**config.mk**
```make
export PLATFORM = sky130hd
export DESIGN_NAME = instr_sequencer
export DESIGN_NICKNAME = d
export VERILOG_FILES = /design/src/rtl/cpu_pkg.sv /design/src/rtl/ld_counter.sv /design/src/rtl/instr_sequencer.sv
export SDC_FILE = /design/constraint.sdc
export NUM_CORES = 1
export LEC_CHECK = 0
export CAP_MARGIN = 20
export CORE_MARGIN = 4
export CORE_UTILIZATION = 42
export CTS_CLUSTER_DIAMETER = 80
export DETAILED_ROUTE_END_ITERATION = 12
export GPL_TIMING_DRIVEN = 0
export PLACE_DENSITY = 0.86
export SYNTH_ARGS = -nofsm -noshare
export SYNTH_HDL_FRONTEND = slang
export SYNTH_HIERARCHICAL = 1
export SYNTH_SLANG_ARGS = --single-unit
```
**constraint.sdc**
```tcl
create_clock -name clk -period 1.4 [get_ports clk]
set_input_delay 0.14 -clock clk [delete_from_list [all_inputs] [get_ports clk]]
set_output_delay 0.14 -clock clk [all_outputs]
set_load 0.05 [all_outputs]
```
**src/rtl/cpu_pkg.sv**
```systemverilog
// Shared definitions for the accumulator CPU: opcode encoding, field widths
// and default bus widths used by both the sequencer and the controller.
package cpu_pkg;

  localparam int PHASE_W    = 3;
  localparam int OPC_W      = 3;
  localparam int DEF_AWIDTH = 5;
  localparam int DEF_DWIDTH = 8;

  typedef enum logic [OPC_W-1:0] {
    HLT = 3'd0,
    SKZ = 3'd1,
    ADD = 3'd2,
    AND = 3'd3,
    XOR = 3'd4,
    LDA = 3'd5,
    STO = 3'd6,
    JMP = 3'd7
  } opcode_t;

endpackage

```
**src/rtl/ld_counter.sv**
```systemverilog
// Loadable up-counter with asynchronous active-low clear; load beats increment
// and nothing changes unless enable is high.
module ld_counter #(
  parameter int W = 8
) (
  input  logic         clk,
  input  logic         rst_,
  input  logic         enable,
  input  logic         load,
  input  logic [W-1:0] load_val,
  input  logic         inc,
  output logic [W-1:0] count
);

  logic [W-1:0] count_q;
  logic [W-1:0] count_d;

  always_comb begin
    count_d = count_q;
    if (enable) begin
      if (load) begin
        count_d = load_val;
      end else if (inc) begin
        count_d = count_q + W'(1);
      end
    end
  end

  always_ff @(posedge clk or negedge rst_) begin
    if (!rst_) begin
      count_q <= '0;
    end else begin
      count_q <= count_d;
    end
  end

  assign count = count_q;

endmodule

```
**src/rtl/instr_sequencer.sv**
```systemverilog
// Fetch/sequence stage: phase counter, instruction register, program counter
// and halt latch, plus the memory address mux feeding the memory.
module instr_sequencer
  import cpu_pkg::*;
#(
  parameter int AWIDTH = DEF_AWIDTH,
  parameter int DWIDTH = DEF_DWIDTH
) (
  input  logic                clk,
  input  logic                rst_,
  input  logic [DWIDTH-1:0]   data_in,
  input  logic                ld_ir,
  input  logic                inc_pc,
  input  logic                ld_pc,
  input  logic                halt,
  input  logic                sel,
  input  logic                run,
  output logic [PHASE_W-1:0]  phase,
  output logic [OPC_W-1:0]    opcode,
  output logic [AWIDTH-1:0]   ir_addr,
  output logic [AWIDTH-1:0]   pc_addr,
  output logic [AWIDTH-1:0]   addr,
  output logic                halted
);

  logic [DWIDTH-1:0] ir_q;
  logic [DWIDTH-1:0] ir_d;
  logic              halted_q;
  logic              halted_d;
  logic              running;

  assign running = !halted_q;

  // Halt latch: run only matters while halted, so halt+run while running halts.
  always_comb begin
    halted_d = halted_q;
    if (halted_q) begin
      if (run) begin
        halted_d = 1'b0;
      end
    end else if (halt) begin
      halted_d = 1'b1;
    end
  end

  always_comb begin
    ir_d = ir_q;
    if (running && ld_ir) begin
      ir_d = data_in;
    end
  end

  always_ff @(posedge clk or negedge rst_) begin
    if (!rst_) begin
      ir_q     <= '0;
      halted_q <= 1'b0;
    end else begin
      ir_q     <= ir_d;
      halted_q <= halted_d;
    end
  end

  assign opcode  = ir_q[DWIDTH-1 -: OPC_W];
  assign ir_addr = ir_q[AWIDTH-1:0];

  ld_counter #(
    .W (AWIDTH)
  ) u_pc (
    .clk      (clk),
    .rst_     (rst_),
    .enable   (running),
    .load     (ld_pc),
    .load_val (ir_addr),
    .inc      (inc_pc),
    .count    (pc_addr)
  );

  // The phase counter free-runs modulo 8 whenever the machine is not halted.
  ld_counter #(
    .W (PHASE_W)
  ) u_phase (
    .clk      (clk),
    .rst_     (rst_),
    .enable   (running),
    .load     (1'b0),
    .load_val ({PHASE_W{1'b0}}),
    .inc      (1'b1),
    .count    (phase)
  );

  assign addr   = sel ? pc_addr : ir_addr;
  assign halted = halted_q;

endmodule

```
==> reports/results.ini, run 1 <==
[pwr]
p_sw_w=0.00135
irDropWorstVdd_v=0.00100
power_w=0.00265
seq_power_share_pct=31.3
p_per_area_mw_per_mm2=1900
swShare_pct=51.1
comb_power_share_pct=58.8
p_leak_nw=0.627
p_int_w=0.00129
clockPowerShare_pct=9.9

[clock_tree]
clkTransAtPathRegs_ps=100
cts_sinks=17
clk_root_buffer_cell=clkbuf_4
cts_made_buffers=3
clk_path_buf_depth=2
clk_latency_ps=280
ctsHoldBuffers=0
cts_max_level=1
cts_tree=built

[die]
initial_core_util_pct=45.7
dieArea_mm2=0.00301
rows=16
die_h_um=54.9
pin_count=38
die_x_um=54.9
core_area_mm2=0.00202

[finish]
regArea_um2=432
drive_gt1_share_pct=32.6
fin_nets=157
multi_input_area_um2=494
fillCellCount=160
syn_to_final_growth_pct=50.8
antenna_cells=0

[worst_setup_path]
cp_top_family=flip-flops
crit_path_cell_trace=mux2_2 > buf_2
r2r_end=u_pc/count[4]
timing.critical_path.slowest_stage_cell=dfrtp_2
cp-end-kind=output port
slowest_delay_ps=480
r2r_slack_ps=80
setup.worst_path.class=reg -> out
r2r.worst_path.cells=5
start_kind=flip-flop
cp_data_required_time_ps=1260
startpoint=u_pc/count[2]
arrival_ps=1260
r2r_start=u_pc/count[0]
crit_end=addr[2]
critPathBufInv=1
cp.depth=2
cp_max_fo=9

[sta]
post-route-period-util_pct=99.7
fmax_mhz=716
setup_viol_count_final=0
hold_viol_final=0
period_needed_ps=1400
slew_viol_final=0
skew_ps=6.24
tightestPinTransition_ps=771
grt_setup_unrepaired=yes
tns_ps=0
slew_headroom_pct=48.4

[detailed_routing]
drtIter0Drc=27
drtAntennaViolNets=0
drc=0
wirelength_um=2510
viasPerCell=5.33
drtPass1Iterations=4
dr_total_vias=879
wl_per_cell_um=15.2

[global_route]
track_usage_pct=17.1
grt_pass1_wl_um=3710
gr-total-overflow=0
grt_max_degree=18
grt_pass1_vias=855
antenna_found_initial=0

[logic_synthesis]
synth_area_um2=923
synth_fa_ha_area_share_pct=2.71
synth_top_family_by_area=multiplexers
synthCells=83
synthMuxAreaShare_pct=19.1
synth_edf_count=0
ys.flop_type=dfrtp_1
ys_async_sr_fraction_pct=100
synth_compound_area_share_pct=17.8
syn_avg_cell_area_um2=11.1
synth-simple-area-share_pct=9.08
yosysSeqAreaShare_pct=46.1
ys_ff_latch=17
yosys.cell_types.count=21
yosysWarnings=6
synth_xor_xnor_area_share_pct=0

[place]
portBuffers=36
hpwl_um=1870
gp_congestion=0.760

[hold_path]
hold_class=in -> reg

[job]
maxCapViolCount=0

[outcome]
outcome=finished, final reports clean

-- stage by stage --
stage	instances	instance area (um2)	setup WS (ps)	hold WS, ps	utilization (%)
floorplan	93	963	11.5	-156	-
global placement	156	1360	-543	491	67.1
detailed placement	156	1360	-540	501	67.1
CTS	160	1360	-152	200	67.2
global route	165	1390	-28.5	225	68.9
finish	165	1390	4.17	214	68.9
-- layer usage --
layer / GRT usage, % / wire length (um) / share of wire (%) / up-vias
li1: - / - / - / 411
met1: 19.9 / 925 / 37 / 416
met2: 30.5 / 1350 / 54 / 48
met3: 3.22 / 204 / 8.1 / 4
met4: 6.88 / 31 / 1.2 / 0
met5: 0 / 0 / 0 / -
-- registers in the layout, indices dropped and copies added, names as in the netlist --
| signal | flops |
|---|---|
| ir_q | 8 |
| u_pc/count | 5 |
| u_phase/count | 3 |
| halted | 1 |
-- how the worst min path moves through the flow --
stage | start | endpoint | slack [ps] | depth (start not counted)
4_1_cts | inc_pc | u_pc/count[0] | 200 | 4
3_5_place_dp | ir_q[7] | ir_q[7] | 500 | 1
2_1_floorplan | rst_ | halted | -160 | 0
6_report | inc_pc | u_pc/count[0] | 210 | 4
5_1_grt | inc_pc | u_pc/count[0] | 230 | 4
3_3_place_gp | inc_pc | u_pc/count[0] | 490 | 4
-- synth_stat cells, types with 2 or more instances --
master	n	area [um2]
mux2_2	5	56.3
dfrtp_1	17	425
a21o_2	2	17.5
a41o_1	2	20.0
mux2_4	8	120
o21ai_1	2	10.0
a21oi_1	9	45.0
buf_6	2	22.5
nand4_1	4	25.0
o21ai_0	3	15.0
nand2_1	4	15.0
ha_1	2	25.0
inv_1	3	11.3
o22ai_1	9	56.3
conb_1	2	7.51
nor2_1	2	7.51
nand2b_1	2	12.5
nand3_1	2	10.0
-- what timing repair did --
| item | 4_1_cts | 5_1_grt |
|---|---|---|
| pin swaps | 0 | 0 |
| buffers inserted | 0 | 5 |
| resized for setup | 52 | 18 |
| endpoints found under the setup margin | 23 | 17 |
-- layout by cell type (no fill, tap or decap), types with 2 or more instances in the layout --
| master | Yosys | layout |
|---|---|---|
| dlygate4sd2_1 | 0 | 4 |
| nand2_1 | 4 | 4 |
| buf_6 | 2 | 2 |
| buf_4 | 1 | 5 |
| clkbuf_4 | 0 | 4 |
| nand3_1 | 2 | 2 |
| nand2b_1 | 2 | 2 |
| clkdlybuf4s15_2 | 0 | 3 |
| o22ai_1 | 9 | 9 |
| dfrtp_2 | 0 | 5 |
| inv_1 | 3 | 2 |
| clkdlybuf4s50_1 | 0 | 13 |
| o21ai_0 | 3 | 3 |
| nor2_1 | 2 | 2 |
| nand4_1 | 4 | 4 |
| a21oi_1 | 9 | 9 |
| a21o_2 | 2 | 2 |
| ha_1 | 2 | 2 |
| clkbuf_2 | 0 | 5 |
| conb_1 | 2 | 12 |
| buf_2 | 0 | 4 |
| a41o_1 | 2 | 2 |
| clkdlybuf4s15_1 | 0 | 6 |
| dfrtp_1 | 17 | 12 |
| o21ai_1 | 2 | 2 |
| mux2_4 | 8 | 8 |
| mux2_2 | 5 | 5 |
-- cell type report --
class / count / share of cell area (%)
sequential: 17 / 31.0
tap: 27 / 2.43
inverter: 3 / 1.08
multi-input combinational: 70 / 35.5
clock buffer: 4 / 1.89
timing repair buffer: 41 / 26.0
buffer: 3 / 2.16
-- tightest hold or removal path, cell delays in order --
cell	delay [ps]
buf_6	110
nand3_1	70
o21ai_0	70
a21oi_1	70
-- power by group through the flow --
stage	clock (W)	combinational, W	sequential [W]
2_1_floorplan	0	0.000587	0.00129
3_5_place_dp	0	0.00160	0.000836
3_3_place_gp	0	0.00155	0.000815
6_report	0.000263	0.00156	0.000827
4_1_cts	0.000267	0.00148	0.000825
5_1_grt	0.000291	0.00163	0.000851
-- logic make-up after synthesis --
family | Yosys count
flip-flops | 17
AND/OR/NAND/NOR | 16
adder cells (fa/ha/maj) | 2
other | 2
multiplexers | 13
AO/OA/AOI/OAI | 27
buffers and inverters | 6
No activity file was read; power rests on OpenSTA's default activity.
==> run 2: changes to the inputs <==
--- a/config.mk
+++ b/config.mk
@@ -5,13 +5,15 @@
 export SDC_FILE = /design/constraint.sdc
 export NUM_CORES = 1
 export LEC_CHECK = 0
-export CAP_MARGIN = 20
+export CELL_PAD_IN_SITES_DETAIL_PLACEMENT = 1
+export CELL_PAD_IN_SITES_GLOBAL_PLACEMENT = 1
 export CORE_MARGIN = 4
-export CORE_UTILIZATION = 42
+export CORE_UTILIZATION = 31
 export CTS_CLUSTER_DIAMETER = 80
 export DETAILED_ROUTE_END_ITERATION = 12
+export GPL_ROUTABILITY_DRIVEN = 0
 export GPL_TIMING_DRIVEN = 0
-export PLACE_DENSITY = 0.86
+export PLACE_DENSITY = 0.84
 export SYNTH_ARGS = -nofsm -noshare
 export SYNTH_HDL_FRONTEND = slang
 export SYNTH_HIERARCHICAL = 1
==> reports/results.ini, run 2 (same netlist as run 1, synthesis figures left out) <==
[worst_setup_path]
start_kind=flip-flop
setup.worst_path.class=reg -> out
cp_data_required_time_ps=1260  ; about the same
cp-end-kind=output port
cp_max_fo=9  ; unchanged
arrival_ps=1260  ; about the same

[place]
preCtsSetupSlack_ps=-574  ; -34.0 ps
portBuffers=36  ; unchanged
placed_cell_area_mm2=0.00136  ; +0.37%
hpwl_um=2110  ; +13%

[clock_tree]
clk_root_buffer_cell=clkbuf_4
ctsHoldBuffers=0  ; unchanged
cts_max_level=1  ; unchanged
cts_tree=built
cts_sinks=17  ; unchanged
clkTransAtPathRegs_ps=100  ; about the same
clk_latency_ps=290  ; about the same
clk_path_buf_depth=2  ; unchanged
cts_made_buffers=3  ; unchanged

[pwr]
irDropWorstVdd_v=0.000948  ; -5.2%
p_leak_nw=0.638  ; +1.8%
p_per_area_mw_per_mm2=1940  ; +1.9%

[outcome]
outcome=complete, but fails checks
violations=setup timing

[global_route]
gr-total-overflow=0  ; unchanged
grt_pass1_wl_um=4310  ; +16%
grt_pass1_vias=904  ; +5.7%
grt_max_degree=18  ; unchanged
antenna_found_initial=0  ; unchanged
track_usage_pct=13.8  ; -3.3 points

[sta]
slew_headroom_pct=48.8  ; +0.42 points
setup_viol_count_final=1  ; +1
skew_ps=4.32  ; -1.92 ps
hold_viol_final=0  ; unchanged
period_needed_ps=1400  ; +7.62 ps
grt_setup_unrepaired=yes
tightestPinTransition_ps=765  ; -6.29 ps
slew_viol_final=0  ; unchanged
worst_slack_ps=-3.45  ; -7.62 ps
post-route-period-util_pct=100  ; +0.54 points
fmax_mhz=713  ; -0.54%
whs_ps=213  ; -0.502 ps

[die]
dieArea_mm2=0.00392  ; +30%
initial_core_util_pct=32.9  ; -13 points
die_h_um=62.6  ; +14%
die_x_um=62.6  ; +14%
rows=19  ; +3
core_area_mm2=0.00281  ; +39%
pin_count=38  ; unchanged

[detailed_routing]
viasPerCell=5.09  ; -4.5%
drtPass1Iterations=4  ; unchanged
drtIter0Drc=8  ; -70%
drc=0  ; unchanged
drtAntennaViolNets=0  ; unchanged
wl_per_cell_um=15.8  ; +3.7%
wirelength_um=2700  ; +7.5%
dr_total_vias=870  ; -1.0%

[job]
maxCapViolCount=0  ; unchanged

[finish]
syn_to_final_growth_pct=50.9  ; about the same
top_register=ir_q
regArea_um2=434  ; +0.58%
fillCellCount=331  ; +110%
fin_nets=159  ; +1.3%
fin_area_mm2=0.00139  ; about the same
antenna_cells=0  ; unchanged
multi_input_area_um2=498  ; +0.76%
final_cell_mix=13 x clkdlybuf4s50_1, 12 x conb_1, 11 x clkbuf_2
layout_commonest_cell=clkdlybuf4s50_1
largest_reg_flops=8  ; unchanged
drive_gt1_share_pct=40.0  ; +7.4 points

[hold_path]
hold_class=in -> reg

run 2: final cells by class:
class / instances / area share (%)
inverters: 3 / 1.08
repair buffers: 43 / 25.1
clock buffers: 3 / 1.62
clock inverters: 1 / 0.359
multi-input cells: 70 / 35.7
flip-flops and latches: 17 / 31.1
plain buffers: 3 / 2.15
well taps: 31 / 2.78
run 2: path summary, 6_finish.rpt:
| kind | cells past startpoint | end | startpoint | slack, ps |
|---|---|---|---|---|
| setup reg to reg | 5 | u_pc/count[2] | u_pc/count[1] | 80 |
| max in group asynchronous | 1 | u_pc/count[0] | rst_ | 580 |
| setup / recovery | 2 | addr[2] | u_pc/count[2] | -3 |
| hold / removal | 3 | u_pc/count[0] | inc_pc | 210 |
| hold reg to reg | 1 | ir_q[5] | ir_q[5] | 540 |
| min in group asynchronous | 1 | u_phase/count[0] | rst_ | 290 |
run 2: power by group:
group	total, W	leakage [nW]	switching [W]	internal, W
logic	0.00160	0.431	0.00103	0.000565
clock network	0.000265	0.0177	0.000159	0.000106
registers	0.000835	0.189	0.000191	0.000644
total	0.00270	0.638	0.00138	0.00132
run 2: metal layers:
metal	wire length [um]	up-vias	track usage, %	share of wire [%]
met5	0	-	0	0
met4	38	0	4.96	1.4
met3	169	4	3.42	6.3
met2	1380	32	24.6	51
met1	1110	414	15.8	41
li1	-	420	-	-
run 2: worst max-delay path, stage by stage (launching register included):
cell and delay (ps):
dfrtp_2 480, mux2_2 280, buf_2 210
run 2: per-stage QoR:
stage | cells | TNS (ps) | total power [W] | util [%]
global placement | 160 | -2790 | 0.00240 | 48.6
finish | 171 | -3.45 | 0.00270 | 49.7
CTS | 164 | -179 | 0.00263 | 49.0
floorplan | 93 | 0 | 0.00188 | -
global route | 171 | -64.0 | 0.00286 | 49.7
detailed placement | 160 | -2970 | 0.00246 | 48.6
run 2: what timing repair did:
item	CTS	global route
resized for setup	60	26
hold endpoints to repair	0	0
setup endpoints to repair	22	22
buffers inserted	0	7
==> run 3: changes to the inputs <==
--- a/config.mk
+++ b/config.mk
@@ -14,6 +14,7 @@
 export GPL_ROUTABILITY_DRIVEN = 0
 export GPL_TIMING_DRIVEN = 0
 export PLACE_DENSITY = 0.84
+export SLEW_MARGIN = 20
 export SYNTH_ARGS = -nofsm -noshare
 export SYNTH_HDL_FRONTEND = slang
 export SYNTH_HIERARCHICAL = 1
==> results of run 3 <==
No change in the layout: final DEF, timing and power equal those of run 2.
